--- src/rtl/axis_pkg.sv ---
// Shared definitions for the AXI-Stream style frame FIFO.
// A stored beat is packed as {data, sof, eol}. The flags sit in the low
// bits so their offsets do not depend on the data width.
package axis_pkg;

    // Number of sideband flag bits stored alongside each beat (sof, eol).
    localparam int unsigned AxisFlagW   = 2;

    // Bit offsets of the fields inside a stored beat word.
    localparam int unsigned AxisEolOff  = 0;
    localparam int unsigned AxisSofOff  = 1;
    localparam int unsigned AxisDataOff = AxisFlagW;

    // Width of one stored beat for a given data width.
    function automatic int unsigned axis_word_w(input int unsigned data_w);
        return data_w + AxisFlagW;
    endfunction

endpackage

--- src/rtl/axis_fifo_mem.sv ---
// Beat storage for axis_frame_fifo: a Depth x DataW dual-port array with
// one write port and one registered read port. A read of the address
// being written in the same cycle returns the new data. The top relies on
// this to present a freshly written beat on the output one cycle later.
// The read register is cleared by reset so the downstream data is
// well-defined; the array itself holds no reset.
module axis_fifo_mem #(
    parameter int unsigned DataW = 10,
    parameter int unsigned Depth = 16
) (
    input  logic                     clk_i,
    input  logic                     rst_ni,
    input  logic                     wr_en_i,
    input  logic [$clog2(Depth)-1:0] wr_addr_i,
    input  logic [DataW-1:0]         wr_data_i,
    input  logic                     rd_en_i,
    input  logic [$clog2(Depth)-1:0] rd_addr_i,
    output logic [DataW-1:0]         rd_data_o
);

    logic [DataW-1:0] mem_q [Depth];
    logic [DataW-1:0] rd_data_q;
    logic [DataW-1:0] rd_data_d;

    // Write port: store the incoming beat at the write address.
    always_ff @(posedge clk_i) begin
        if (wr_en_i) begin
            mem_q[wr_addr_i] <= wr_data_i;
        end
    end

    // Read-port next value: forward the write data on an address collision.
    always_comb begin
        rd_data_d = rd_data_q;
        if (rd_en_i) begin
            if (wr_en_i && (wr_addr_i == rd_addr_i)) begin
                rd_data_d = wr_data_i;
            end else begin
                rd_data_d = mem_q[rd_addr_i];
            end
        end
    end

    // Registered read port; holds its value when no read is requested.
    always_ff @(posedge clk_i or negedge rst_ni) begin
        if (!rst_ni) begin
            rd_data_q <= '0;
        end else begin
            rd_data_q <= rd_data_d;
        end
    end

    assign rd_data_o = rd_data_q;

endmodule

--- src/rtl/axis_frame_fifo.sv ---
// Frame-aware stream FIFO. Beats carry data plus sof (start of frame)
// and eol (end of line) flags. The flags travel with the data unchanged.
// The input side counts eol beats per frame and raises a sticky frame_err
// when a frame closes with the wrong line count, or when an eol arrives
// before any frame was started. Errors never stall or drop data.
//
// Handshake: a beat moves on an edge where valid && ready are both high.
// valid must not depend on ready. The producer holds a beat stable until
// it is taken. m_data/m_sof/m_eol stay stable while m_valid && !m_ready.
//
// The level output counts every stored beat, including the one presented
// on the m_* outputs. The head beat always lives in the registered read
// port of the storage. m_valid is therefore simply "level != 0".
// Depth must be a power of two >= 2 so the pointers wrap naturally.
module axis_frame_fifo #(
    parameter int unsigned Width         = 8,
    parameter int unsigned Depth         = 16,
    parameter int unsigned LinesPerFrame = 8
) (
    input  logic                       clk,
    input  logic                       rst,
    input  logic [Width-1:0]           s_data,
    input  logic                       s_sof,
    input  logic                       s_eol,
    input  logic                       s_valid,
    output logic                       s_ready,
    output logic [Width-1:0]           m_data,
    output logic                       m_sof,
    output logic                       m_eol,
    output logic                       m_valid,
    input  logic                       m_ready,
    output logic [$clog2(Depth+1)-1:0] level,
    output logic                       frame_err,
    input  logic                       err_clr
);

    import axis_pkg::*;

    localparam int unsigned AddrW  = $clog2(Depth);
    localparam int unsigned LevelW = $clog2(Depth + 1);
    localparam int unsigned LineW  = $clog2(LinesPerFrame + 1);
    localparam int unsigned WordW  = axis_word_w(Width);

    localparam logic [LevelW-1:0] LevelFull  = LevelW'(Depth);
    localparam logic [LevelW-1:0] LevelOne   = LevelW'(1);
    localparam logic [LineW-1:0]  LineTarget = LineW'(LinesPerFrame);
    localparam logic [LineW-1:0]  LineMax    = '1;

    // Datapath and control state.
    logic [AddrW-1:0]  wr_ptr_q, wr_ptr_d;
    logic [AddrW-1:0]  rd_ptr_q, rd_ptr_d;
    logic [LevelW-1:0] level_q, level_d;
    logic              s_ready_q, s_ready_d;
    logic              m_valid_q, m_valid_d;

    // Frame geometry state.
    logic [LineW-1:0]  line_cnt_q, line_cnt_d;
    logic              frame_open_q, frame_open_d;
    logic              frame_err_q, frame_err_d;
    logic              err_set;

    // Handshake and storage interface.
    logic              wr_fire;
    logic              rd_fire;
    logic              head_load;
    logic [AddrW-1:0]  head_addr;
    logic [WordW-1:0]  wr_word;
    logic [WordW-1:0]  rd_word;

    assign wr_fire = s_valid && s_ready_q;
    assign rd_fire = m_valid_q && m_ready;

    // Pack the incoming beat into a storage word.
    always_comb begin
        wr_word                         = '0;
        wr_word[AxisDataOff +: Width]   = s_data;
        wr_word[AxisSofOff]             = s_sof;
        wr_word[AxisEolOff]             = s_eol;
    end

    // Occupancy, pointers and the registered ready/valid flags.
    always_comb begin
        wr_ptr_d = wr_ptr_q;
        rd_ptr_d = rd_ptr_q;
        level_d  = level_q;
        if (wr_fire) begin
            wr_ptr_d = wr_ptr_q + AddrW'(1);
        end
        if (rd_fire) begin
            rd_ptr_d = rd_ptr_q + AddrW'(1);
        end
        case ({wr_fire, rd_fire})
            2'b10:   level_d = level_q + LevelOne;
            2'b01:   level_d = level_q - LevelOne;
            default: level_d = level_q;
        endcase
        s_ready_d = (level_d < LevelFull);
        m_valid_d = (level_d != '0);
    end

    // Refill the output register when the head changes: after a read that
    // leaves a beat behind (possibly the one written this same edge), or
    // when a beat lands in an empty FIFO.
    always_comb begin
        head_addr = rd_fire ? (rd_ptr_q + AddrW'(1)) : rd_ptr_q;
        head_load = (rd_fire && ((level_q > LevelOne) || wr_fire))
                 || ((level_q == '0) && wr_fire);
    end

    // Line counting and error detection on the accepted input beat.
    // A sof+eol beat opens the frame and then counts as its first line.
    always_comb begin
        line_cnt_d   = line_cnt_q;
        frame_open_d = frame_open_q;
        err_set      = 1'b0;
        if (wr_fire) begin
            if (s_sof) begin
                if (frame_open_q && (line_cnt_q != LineTarget)) begin
                    err_set = 1'b1;
                end
                frame_open_d = 1'b1;
                line_cnt_d   = s_eol ? LineW'(1) : '0;
            end else if (s_eol) begin
                if (!frame_open_q) begin
                    err_set = 1'b1;
                end
                if (line_cnt_q != LineMax) begin
                    line_cnt_d = line_cnt_q + LineW'(1);
                end
            end
        end
        // A new error in the same cycle as a clear wins.
        if (err_set) begin
            frame_err_d = 1'b1;
        end else if (err_clr) begin
            frame_err_d = 1'b0;
        end else begin
            frame_err_d = frame_err_q;
        end
    end

    // State registers; reset empties the FIFO and forgets any open frame.
    always_ff @(posedge clk or negedge rst) begin
        if (!rst) begin
            wr_ptr_q     <= '0;
            rd_ptr_q     <= '0;
            level_q      <= '0;
            s_ready_q    <= 1'b0;
            m_valid_q    <= 1'b0;
            line_cnt_q   <= '0;
            frame_open_q <= 1'b0;
            frame_err_q  <= 1'b0;
        end else begin
            wr_ptr_q     <= wr_ptr_d;
            rd_ptr_q     <= rd_ptr_d;
            level_q      <= level_d;
            s_ready_q    <= s_ready_d;
            m_valid_q    <= m_valid_d;
            line_cnt_q   <= line_cnt_d;
            frame_open_q <= frame_open_d;
            frame_err_q  <= frame_err_d;
        end
    end

    axis_fifo_mem #(
        .DataW (WordW),
        .Depth (Depth)
    ) u_mem (
        .clk_i     (clk),
        .rst_ni    (rst),
        .wr_en_i   (wr_fire),
        .wr_addr_i (wr_ptr_q),
        .wr_data_i (wr_word),
        .rd_en_i   (head_load),
        .rd_addr_i (head_addr),
        .rd_data_o (rd_word)
    );

    assign s_ready   = s_ready_q;
    assign m_valid   = m_valid_q;
    assign m_data    = rd_word[AxisDataOff +: Width];
    assign m_sof     = rd_word[AxisSofOff];
    assign m_eol     = rd_word[AxisEolOff];
    assign level     = level_q;
    assign frame_err = frame_err_q;

endmodule

--- config.mk ---
export PLATFORM = sky130hd
export DESIGN_NAME = axis_frame_fifo
export DESIGN_NICKNAME = d
export VERILOG_FILES = /design/src/rtl/axis_pkg.sv /design/src/rtl/axis_fifo_mem.sv /design/src/rtl/axis_frame_fifo.sv
export SDC_FILE = /design/constraint.sdc
export NUM_CORES = 1
export LEC_CHECK = 0
export ABC_AREA = 1
export CORE_MARGIN = 2
export CORE_UTILIZATION = 55
export CTS_CLUSTER_SIZE = 30
export DETAILED_ROUTE_END_ITERATION = 6
export GPL_ROUTABILITY_DRIVEN = 1
export PLACE_DENSITY = 0.76
export SLEW_MARGIN = 20
export SYNTH_ARGS = -nofsm -noshare
export SYNTH_HDL_FRONTEND = slang
export SYNTH_HIERARCHICAL = 1
export SYNTH_SLANG_ARGS = --single-unit
--- constraint.sdc ---
create_clock -name clk -period 2.3 [get_ports clk]
set_input_delay 0.46 -clock clk [delete_from_list [all_inputs] [get_ports clk]]
set_output_delay 0.46 -clock clk [all_outputs]
set_load 0.01 [all_outputs]
======== After elaboration in Yosys (flattened, before gate mapping) ========
Memory sizes are Yosys's and may differ from the RTL's. A register that Yosys moved wholly into a read port is not among the register bits.
Cells that the tools add are included.
cells by class
  multiplexer cells ....................... 15
  eq/ne operators ......................... 4
  add/sub/neg operators ................... 5
  reduce and logical (&&, ||, !) cells .... 15
  order comparisons ....................... 2
operators by type and width
  kind                   number
  $mux W4                4
  $add A4 B1 Y4 const B  3
  $mux W1                10
  $pmux W5 S2            1
  $ne A4 B4 Y1 const B   2
  $reduce_bool A2 Y1     3
  $add A5 B1 Y5 const B  1
  $gt A5 B1 Y1 const B   1
  $logic_and A1 B1 Y1    5
  $logic_not A5 Y1       1
  $lt A5 B5 Y1 const B   1
  $reduce_bool A5 Y1     1
  $sub A5 B1 Y5 const B  1
  $reduce_and A3 Y1      1
  $eq A2 B1 Y1 const B   1
  $eq A2 B2 Y1 const B   1
  $logic_or A1 B1 Y1     2
  $reduce_and A2 Y1      1
  $logic_not A1 Y1       1
word-level totals
  memories kept ........................... 1
  bits in registers ....................... 21
  bits of input ports ..................... 15
  bits in writable memories ............... 160
memory list
  name         words  width  read ports  clocked after memory_dff  write ports  line                 text
  u_mem.mem_q  16     10     1           1                         1            axis_fifo_mem.sv:21  logic [DataW-1:0] mem_q [Depth];

======== Depth between registers and ports, before layout ========
Gate-level depths: netlist of run 1.
  word-level depth ........................ 6
  gate-level depth with buffers ........... 15
  gate-level depth less buffers ........... 13

======== Modules after synthesis ========
Netlist of run 1, hierarchy kept.
modules (own cells, without submodules)
  module           instances  cells each  area each (sq um)  seq. area each (sq um)
  axis_fifo_mem    1          732         7,425.9            5,054.8
  axis_frame_fifo  1          147         1,227.4            525.5

======== Least setup slack after synthesis of run 1 ========
No wires, ideal clock.
  path kind ............................... input to register
  start point ............................. input port m_ready
  end point ............................... register u_mem.rd_data_q[6] (netlist: u_mem/rd_data_o[6]) (read register of u_mem.mem_q)
  data required time ...................... 2.184 ns
  path slack .............................. 0.469 ns
  path buffers ............................ 1
  stages .................................. 14
  setup time .............................. 0.116 ns
  arrival ................................. 1.715 ns
  cell sequence ........................... nand2_1 inv_1 nand2_1 xnor2_1 inv_1 nand2_1 nand2_1 nor3_1 nand2_1 buf_6 o21bai_2 inv_2 nand2_1 nand2_1
between the ends
  elaborated cells between the ends (all ways) .. 4
RTL lines
  element              line                   text
  start, declared      axis_frame_fifo.sv:31  input logic m_ready,
  $logic_and A1 B1 Y1  axis_frame_fifo.sv:71  assign rd_fire = m_valid_q && m_ready;
  $mux W4              n/a
  net head_addr[2]     axis_frame_fifo.sv:66  logic [AddrW-1:0] head_addr;
  end, declared        axis_fifo_mem.sv:22    logic [DataW-1:0] rd_data_q;
The timed path passes the listed nets, and every way through them passes these cells.
A chain may end at the register's enable or synchronous reset.

======== Worst setup path in the final report of run 1 ========
  start point ............................. input port m_ready
  end point ............................... register u_mem.rd_data_q[8] (netlist: u_mem/rd_data_o[8]) (read register of u_mem.mem_q)
Same word-level chain as after synthesis.

==> flow_summary_export.csv, run 1 <==
group,metric,value,unit
grt,grt_max_degree,42,
drt,num_vias,6302,
yosys,yosysWarnings,6,
cells_and_area,fin_nets,978,
die,design.die.area,16800,sq um
power_and_ir_drop,cellPowerDensity,1360,nW/um^2
power_and_ir_drop,power.net_switching,5580,uW
cts,clock_sinks,191,
sta,rsz0062_at_grt,"false",
yosys,syn_avg_cell_area,9.84,sq um
setup_path,cp_data_required_time,2.62,ns
cells_and_area,diodes,0,
cells_and_area,drive_above_1_share,11.9,%
setup_path,critPathKind,"in -> reg",
die,core,15300,sq um
sta,fin_skew,0.00582,ns
yosys,async_flop_share,16.2,%
sta,fin_crit,2.11,ns
power_and_ir_drop,clkPwrFrac,19.0,%
die,die_w,129,um
placement,place_congestion,0.928,
cts,clkTransAtPathRegs,0.06,ns
power_and_ir_drop,p_int,8220,uW
power_and_ir_drop,swShare,40.4,%
setup_path,end_kind,"flop",
cts,h-tree-depth,4,
die,ios,33,
die,start_util,56.5,%
sta,fmax,474,MHz
cts,cts_buffer_depth,2,
power_and_ir_drop,seqPwrFrac,33.4,%
sta,period_share,91.7,%
sta,slew-limit-headroom,51.5,%
grt,overflow,0,
drt,drc,0,
setup_path,crit_fanout,20,
grt,grt_pass1_vias,5916,
yosys,synth-edff-count,160,
cts,cts-buffers-inserted,17,
cts,root_buffer,"clkbuf_16",
sta,slew_violations,0,
cts,cts_resized,0,
run,maxCapViolCount,0,
min_path,hold_class,"in -> async",
yosys,synth.cell_area,8650,sq um
cells_and_area,synthToLayoutAreaGrowth,17.5,%
die,placementRows,45,
cts,cts_tree,"built",
outcome,status,"complete, no violations",
cts,ctsHoldBuffers,0,
sta,timing_hold_violations_final,0,
power_and_ir_drop,ir_worst_vdd,0.941,mV
sta,setup_viol,0,
grt,grt_util_all_layers,24.8,%
drt,postRouteAntennaNets,0,
yosys,synthesis.instances,879,
drt,wirelength,19800,um
drt,drtPass1Iterations,5,
cells_and_area,final_util,66.4,%
placement,hpwl,12600,um
placement,io_buffer_count,32,
setup_path,start_kind,"primary input",
power_and_ir_drop,combPwrFrac,47.6,%
cts,postCtsSetupBuffers,0,
drt,drt_iter0_markers,733,
drt,viasPerCell,5.35,
drt,wl_per_cell,16.8,um
setup_path,cp.arrival,2.42,ns
die,die_h,129,um
yosys,synth_ff_type,"edfxtp_1",
yosys,synth_nets,903,
power_and_ir_drop,p_leak,0.00450,uW
yosys,synth.distinct_cells,31,
yosys,seq_area_frac_synth,64.5,%
grt,grt_antenna_before_repair,0,
yosys,synth-seq-cells,191,
cts,clock_latency,0.43,ns
sta,tightest_slew,0.725,ns
sta,timing.hold.ws,0.432,ns
grt,grt_pass1_wl,30800,um
-- cell usage after synthesis (all sizes together), types with 2 or more instances --
cell / n / share of area, %
xnor2: 4 / 0.40
o21ai: 10 / 0.71
nor2: 26 / 1.2
xor2: 3 / 0.30
dfrtp: 31 / 9.0
ha: 9 / 1.3
nand2: 322 / 14
o21bai: 10 / 1.3
a21oi: 4 / 0.27
inv: 120 / 5.2
edfxtp: 160 / 56
nand3: 134 / 7.8
clkbuf: 12 / 0.52
buf: 25 / 1.6
nand4: 2 / 0.14
-- cell type report --
type / count / area [sq um]
clock buffer: 20 / 447
clock inverter: 12 / 71.3
fill: 1183 / 5150
inverter: 121 / 459
multi-input combinational: 530 / 2440
sequential: 191 / 5580
tap: 211 / 264
timing repair buffer: 93 / 903
-- metal layers --
| metal | track usage [%] | routed length (um) |
|---|---|---|
| met4 | 10.3 | 570 |
| met3 | 5.20 | 1510 |
| met1 | 32.6 | 8100 |
| met2 | 40.8 | 9580 |
| met5 | 0 | 0 |
-- logic make-up (layout without fill, tap and decap cells) --
group / count (synthesis) / count (layout) / share of synthesized area, %
simple gates: 488 / 488 / 23.6
flops: 191 / 191 / 64.5
buf+inv: 158 / 246 / 7.46
compound gates: 26 / 26 / 2.46
fa+ha+maj: 9 / 9 / 1.30
xor+xnor: 7 / 7 / 0.709
-- final timing paths --
| check | cells past startpoint | slack, ns | start | to |
|---|---|---|---|---|
| min in group clk | 2 | 0.48 | frame_open_q | frame_open_q |
| max reg2reg | 12 | 0.27 | rd_ptr_q[0] | u_mem/rd_data_o[8] |
| min reg2reg | 2 | 0.48 | frame_open_q | frame_open_q |
| max | 12 | 0.19 | m_ready | u_mem/rd_data_o[8] |
| max in group asynchronous | 2 | 1.56 | rst | u_mem/rd_data_o[7] |
| min | 2 | 0.43 | rst | line_cnt_q[1] |
-- placed cells by master, fill, tap and decap left out, drive strengths merged, types with 3 or more instances in the layout --
cell type and n:
nand2 322, edfxtp 160, nand3 134, inv 122, buf 61, clkdlybuf4s50 32
dfrtp 31, nor2 26, clkbuf 20, o21bai 10, o21ai 10, ha 9
clkinv 9, xnor2 4, a21oi 4, xor2 3
-- power groups by stage --
stage                     combinational [uW]  clock, uW  sequential (uW)
after global routing                    7180       2780             4670
final                                   6560       2620             4610
after global placement                  6360          0             4660
after CTS                               6540       2660             4600
after floorplan                         4010          0             4590
after detailed placement                6510          0             4660
-- stage by stage --
step / total power [uW] / worst slack, ns / setup TNS, ns / instances / instance area (sq um)
finish: 13800 / 0.191 / 0 / 1178 / 10200
floorplan: 8610 / 0.469 / 0 / 879 / 8650
CTS: 13800 / 0.195 / 0 / 1178 / 10200
global placement: 11000 / -0.134 / -1.19 / 1146 / 9650
detailed placement: 11200 / -0.200 / -1.65 / 1146 / 9650
global route: 14600 / 0.0582 / 0 / 1178 / 10200
-- worst max-delay path, stage by stage --
cell	delay [ns]
clkdlybuf4s50_1	0.46
nand2_1	0.10
nor2_1	0.20
xor2_2	0.28
nor2_1	0.09
nor3_1	0.23
nand2_1	0.13
buf_12	0.18
o21bai_2	0.10
inv_1	0.07
nand2_1	0.06
nand2_1	0.06
-- registers in the layout, indices dropped and copies added, names as in the netlist --
| register | cells |
|---|---|
| line_cnt_q | 4 |
| frame_open_q | 1 |
| m_valid | 1 |
| s_ready | 1 |
| wr_ptr_q | 4 |
| frame_err | 1 |
| u_mem/rd_data_o | 10 |
| rd_ptr_q | 4 |
| u_mem/mem_q | 160 |
| level | 5 |
No activity file was read; power rests on OpenSTA's default activity.
==> inputs of run 2 (changes only) <==
- CORE_MARGIN: 2 -> 1.5
==> flow_summary_export.csv, run 2 (same netlist as run 1, synthesis figures left out) <==
group,metric,value,unit
run,maxCapViolCount,0,
placement,hpwl,13200,um
power_and_ir_drop,combPwrFrac,47.9,%
power_and_ir_drop,swShare,40.3,%
die,die_h,128,um
sta,fin_crit,2.07,ns
sta,slew-limit-headroom,51.2,%
placement,io_buffer_count,32,
sta,fmax,484,MHz
die,start_util,56.7,%
power_and_ir_drop,cellPowerDensity,1380,nW/um^2
cells_and_area,regMostFlops,"u_mem/mem_q",
sta,setup_viol,0,
setup_path,crit_buf_inv,1,
power_and_ir_drop,seqPwrFrac,32.4,%
grt,grt_pass1_wl,32100,um
cells_and_area,regArea,5580,sq um
cts,root_buffer,"clkbuf_16",
cts,cts_buffer_depth,2,
power_and_ir_drop,power.net_switching,5730,uW
drt,postRouteAntennaNets,0,
power_and_ir_drop,ir_worst_vdd,0.907,mV
cts,postCtsSetupBuffers,0,
cells_and_area,final_util,67.4,%
cells_and_area,fin_nets,991,
sta,timing_hold_violations_final,0,
grt,grt_antenna_before_repair,0,
cells_and_area,multi_input_area,2450,sq um
sta,timing.hold.ws,0.428,ns
cells_and_area,drive_above_1_share,13.2,%
setup_path,end_kind,"output port",
setup_path,start_kind,"flop",
sta,tightest_slew,0.730,ns
cts,cts_tree,"built",
drt,wl_per_cell,16.8,um
cells_and_area,diodes,0,
drt,wirelength,20000,um
sta,slew_violations,0,
placement,place_congestion,0.848,
drt,drt_iter0_markers,783,
setup_path,cp_slowest_cell,"clkdlybuf4s50_1",
drt,drc,0,
die,ios,33,
cells_and_area,largest_reg_flops,160,
min_path,hold_class,"in -> async",
drt,num_vias,6329,
cells_and_area,final_cell_mix,"nand2_1 (318), edfxtp_1 (160), nand3_1 (134)",
setup_path,cp.arrival,1.61,ns
cells_and_area,final_common_cell,"nand2_1",
drt,drtPass1Iterations,5,
cts,clock_sinks,191,
sta,setup-tns-final,0,ns
setup_path,crit_fanout,10,
sta,period_share,89.8,%
grt,grt_pass1_vias,6024,
setup_path,cp_cell_sequence,"clkdlybuf4s50_1",
cells_and_area,synthToLayoutAreaGrowth,18.9,%
die,die_w,128,um
setup_path,crit_family,"buffers and inverters",
cts,clock_latency,0.43,ns
power_and_ir_drop,p_int,8470,uW
die,core,15300,sq um
grt,overflow,0,
placement,placed_cell_area,9720,sq um
sta,fin_skew,0.0119,ns
grt,grt_max_degree,40,
outcome,status,"complete, no violations",
power_and_ir_drop,p_leak,0.00457,uW
setup_path,crit_path_max_incr_delay,0.61,ns
die,design.die.area,16500,sq um
die,placementRows,45,
grt,grt_util_all_layers,26.4,%
cells_and_area,fillers,1119,
cts,cts-buffers-inserted,17,
cts,h-tree-depth,4,
drt,viasPerCell,5.31,
sta,rsz0062_at_grt,"false",
setup_path,critPathKind,"reg -> out",
cts,clkTransAtPathRegs,0.06,ns
setup_path,cp_data_required_time,1.84,ns
cells_and_area,fin_area,10300,sq um
power_and_ir_drop,clkPwrFrac,19.6,%
[run 2: layer usage]
metal / vias up / wire length (um) / GRT usage (%)
met5: - / 0 / 0
li1: 3020 / - / -
met2: 276 / 9850 / 43.1
met1: 3007 / 8290 / 35.9
met4: 0 / 315 / 8.06
met3: 26 / 1520 / 5.78
[run 2: area by class of cell]
type	instances	share of cell area, %
Clock inverter	13	1.18
Timing Repair Buffer	106	9.49
Multi-Input combinational cell	530	23.8
Tap cell	211	2.57
Clock buffer	19	4.21
Sequential cell	191	54.3
Inverter	121	4.46
[run 2: path summary, 6_finish.rpt]
check	start	endpoint	slack, ns	cells after the start
max in group asynchronous	rst	u_mem/rd_data_o[6]	1.56	2
min in group clk	frame_open_q	frame_open_q	0.47	2
setup / recovery	level[2]	level[2]	0.23	1
setup reg to reg	rd_ptr_q[0]	u_mem/rd_data_o[3]	0.35	12
hold reg to reg	frame_open_q	frame_open_q	0.47	2
hold / removal	rst	frame_open_q	0.43	2
[run 2: stage by stage]
stage | setup WS [ns] | cells | power [uW]
floorplan | 0.469 | 879 | 8610
global placement | -0.136 | 1159 | 11200
detailed placement | -0.195 | 1159 | 11300
CTS | 0.219 | 1191 | 14100
global route | 0.0584 | 1191 | 15100
finish | 0.234 | 1191 | 14200
[run 2: repair_timing]
action	CTS	global route
hold buffers	0	0
hold endpoints to repair	0	0
resized for setup	0	2
setup endpoints to repair	0	7
[run 2: power by group through the flow]
| stage | Sequential [uW] | Combinational [uW] | Clock, uW |
|---|---|---|---|
| 2_1_floorplan | 4590 | 4010 | 0 |
| 3_3_place_gp | 4650 | 6530 | 0 |
| 3_5_place_dp | 4650 | 6670 | 0 |
| 4_1_cts | 4590 | 6730 | 2810 |
| 5_1_grt | 4650 | 7520 | 2940 |
| 6_report | 4610 | 6800 | 2790 |
==> inputs of run 3 (changes only) <==
- RECOVER_POWER: default -> 100
==> flow_summary_export.csv, run 3 (same netlist as run 1, synthesis figures left out) <==
group,metric,value,unit
outcome,status,"complete, no violations",
grt,grt_max_degree,40,
run,maxCapViolCount,0,
setup_path,r2r-start,"s_ready",
cts,clkTransAtPathRegs,0.07,ns
cts,clock_sinks,191,
power_and_ir_drop,ir_worst_vdd,0.900,mV
power_and_ir_drop,p_total,14100,uW
cells_and_area,final_cell_mix,"nand2_1 (321), edfxtp_1 (160), nand3_1 (134)",
cts,cts_buffer_depth,2,
cts,h-tree-depth,4,
cts,clock_latency,0.43,ns
setup_path,critPathKind,"in -> reg",
setup_path,rr_endpoint,"u_mem/mem_q[11][7]",
placement,hpwl,13200,um
die,design.die.area,16500,sq um
cells_and_area,final_common_cell,"nand2_1",
min_path,hold_path_depth,2,
cells_and_area,diodes,0,
setup_path,cp_cell_sequence,"dlygate4sd3_1, nand2_1, clkinvlp_2, buf_4, nand3_1, nor2_1, clkbuf_1",
drt,wl_per_cell,16.7,um
cells_and_area,fillers,1172,
die,placementRows,45,
die,die_h,128,um
die,ios,33,
cells_and_area,multi_input_area,2420,sq um
setup_path,cp-startpoint,"s_valid",
placement,io_buffer_count,32,
cts,cts-buffers-inserted,17,
power_and_ir_drop,cellPowerDensity,1390,nW/um^2
setup_path,start_kind,"primary input",
setup_path,cp_slowest_cell,"dlygate4sd3_1",
placement,place_congestion,0.848,
sta,fin_skew,0.00787,ns
setup_path,crit_path_max_incr_delay,0.52,ns
cells_and_area,regMostFlops,"u_mem/mem_q",
sta,fmax,459,MHz
cells_and_area,drive_above_1_share,10.1,%
drt,num_vias,6353,
sta,period_share,94.7,%
drt,viasPerCell,5.33,
sta,timing.hold.ws,0.477,ns
setup_path,reg2regPathDepth,6,
grt,grt_util_all_layers,26.4,%
die,die_w,128,um
drt,wirelength,19900,um
sta,timing_hold_violations_final,0,
cts,postCtsSetupBuffers,0,
setup_path,cp_data_required_time,2.38,ns
power_and_ir_drop,p_leak,0.00446,uW
drt,postRouteAntennaNets,0,
setup_path,cp.arrival,2.26,ns
drt,drc,0,
grt,overflow,0,
grt,grt_antenna_before_repair,0,
cells_and_area,synthToLayoutAreaGrowth,17.2,%
min_path,hold_class,"reg -> reg",
drt,drtPass1Iterations,7,
sta,rsz0062_at_grt,"false",
sta,tightest_slew,1.04,ns
setup_path,r2r_slack,0.32,ns
min_path,hold_end,"frame_open_q",
setup_path,crit_fanout,9,
cts,root_buffer,"clkbuf_16",
sta,fin_crit,2.18,ns
cells_and_area,largest_reg_flops,160,
grt,grt_pass1_vias,6024,
cts,cts_tree,"built",
sta,slew_violations,0,
sta,slew-limit-headroom,30.7,%
grt,grt_pass1_wl,32100,um
sta,setup_viol,0,
die,start_util,56.7,%
cells_and_area,fin_nets,991,
die,core,15300,sq um
setup_path,end_kind,"flop",
drt,drt_iter0_markers,847,
min_path,holdCritStartpoint,"frame_open_q",
cells_and_area,regArea,5580,sq um
==> run 3: changes by cell type in the layout (fill, tap and decap cells not counted), moves of 3 or more <==
| cell | previous run | this run |
|---|---|---|
| clkbuf_2 | 0 | 7 |
| clkbuf_1 | 2 | 28 |
| dlygate4sd3_1 | 0 | 30 |
| clkdlybuf4s50_1 | 32 | 2 |
| nand2_1 | 318 | 321 |
| buf_4 | 66 | 32 |
==> run 3: how the worst max path moves through the flow <==
stage / end
after floorplan: u_mem/rd_data_o[6]
after global placement: u_mem/rd_data_o[0]
after detailed placement: u_mem/rd_data_o[4]
after CTS: level[2]
after global routing: u_mem/mem_q[14][7]
final: u_mem/mem_q[11][7]
==> run 3: area by class of cell <==
class	instances	area share [%]
clock buffer	19	4.27
clock inverter	13	1.20
multi-input combinational	530	23.9
inverter	121	4.49
sequential	191	55.0
tap	211	2.60
timing repair buffer	106	8.49
==> run 3: worst max-delay path, delay by kind of cell <==
| family | cells | cell delay [ns] |
|---|---|---|
| simple gates | 3 | 0.56 |
| buf+inv | 4 | 1.24 |
==> run 3: per-layer routing <==
metal  track usage, %  wire, um
met1             35.9      8300
met2             43.1      9840
met3             5.78      1460
met4             8.06       336
met5                0         0
==> run 3: repair_timing <==
item	in CTS	in global routing
setup endpoints to repair	0	7
gates resized for setup	0	2
hold buffers	0	0
==> run 3: per-stage QoR <==
step	setup TNS (ns)	setup slack (ns)	instances	utilization [%]	area [sq um]
2_1_floorplan	0	0.469	879	-	8650
3_3_place_gp	-1.19	-0.136	1159	63.7	9720
3_5_place_dp	-1.84	-0.195	1159	63.7	9720
4_1_cts	0	0.219	1191	67.3	10300
5_1_grt	0	0.0410	1191	66.4	10100
6_report	0	0.121	1191	66.4	10100
==> run 3: report_power, final <==
group          switching (uW)  total [uW]  internal [uW]
clock network            1210        2790           1580
logic                    4110        6670           2550
registers                 378        4600           4220
total                    5700       14100           8350
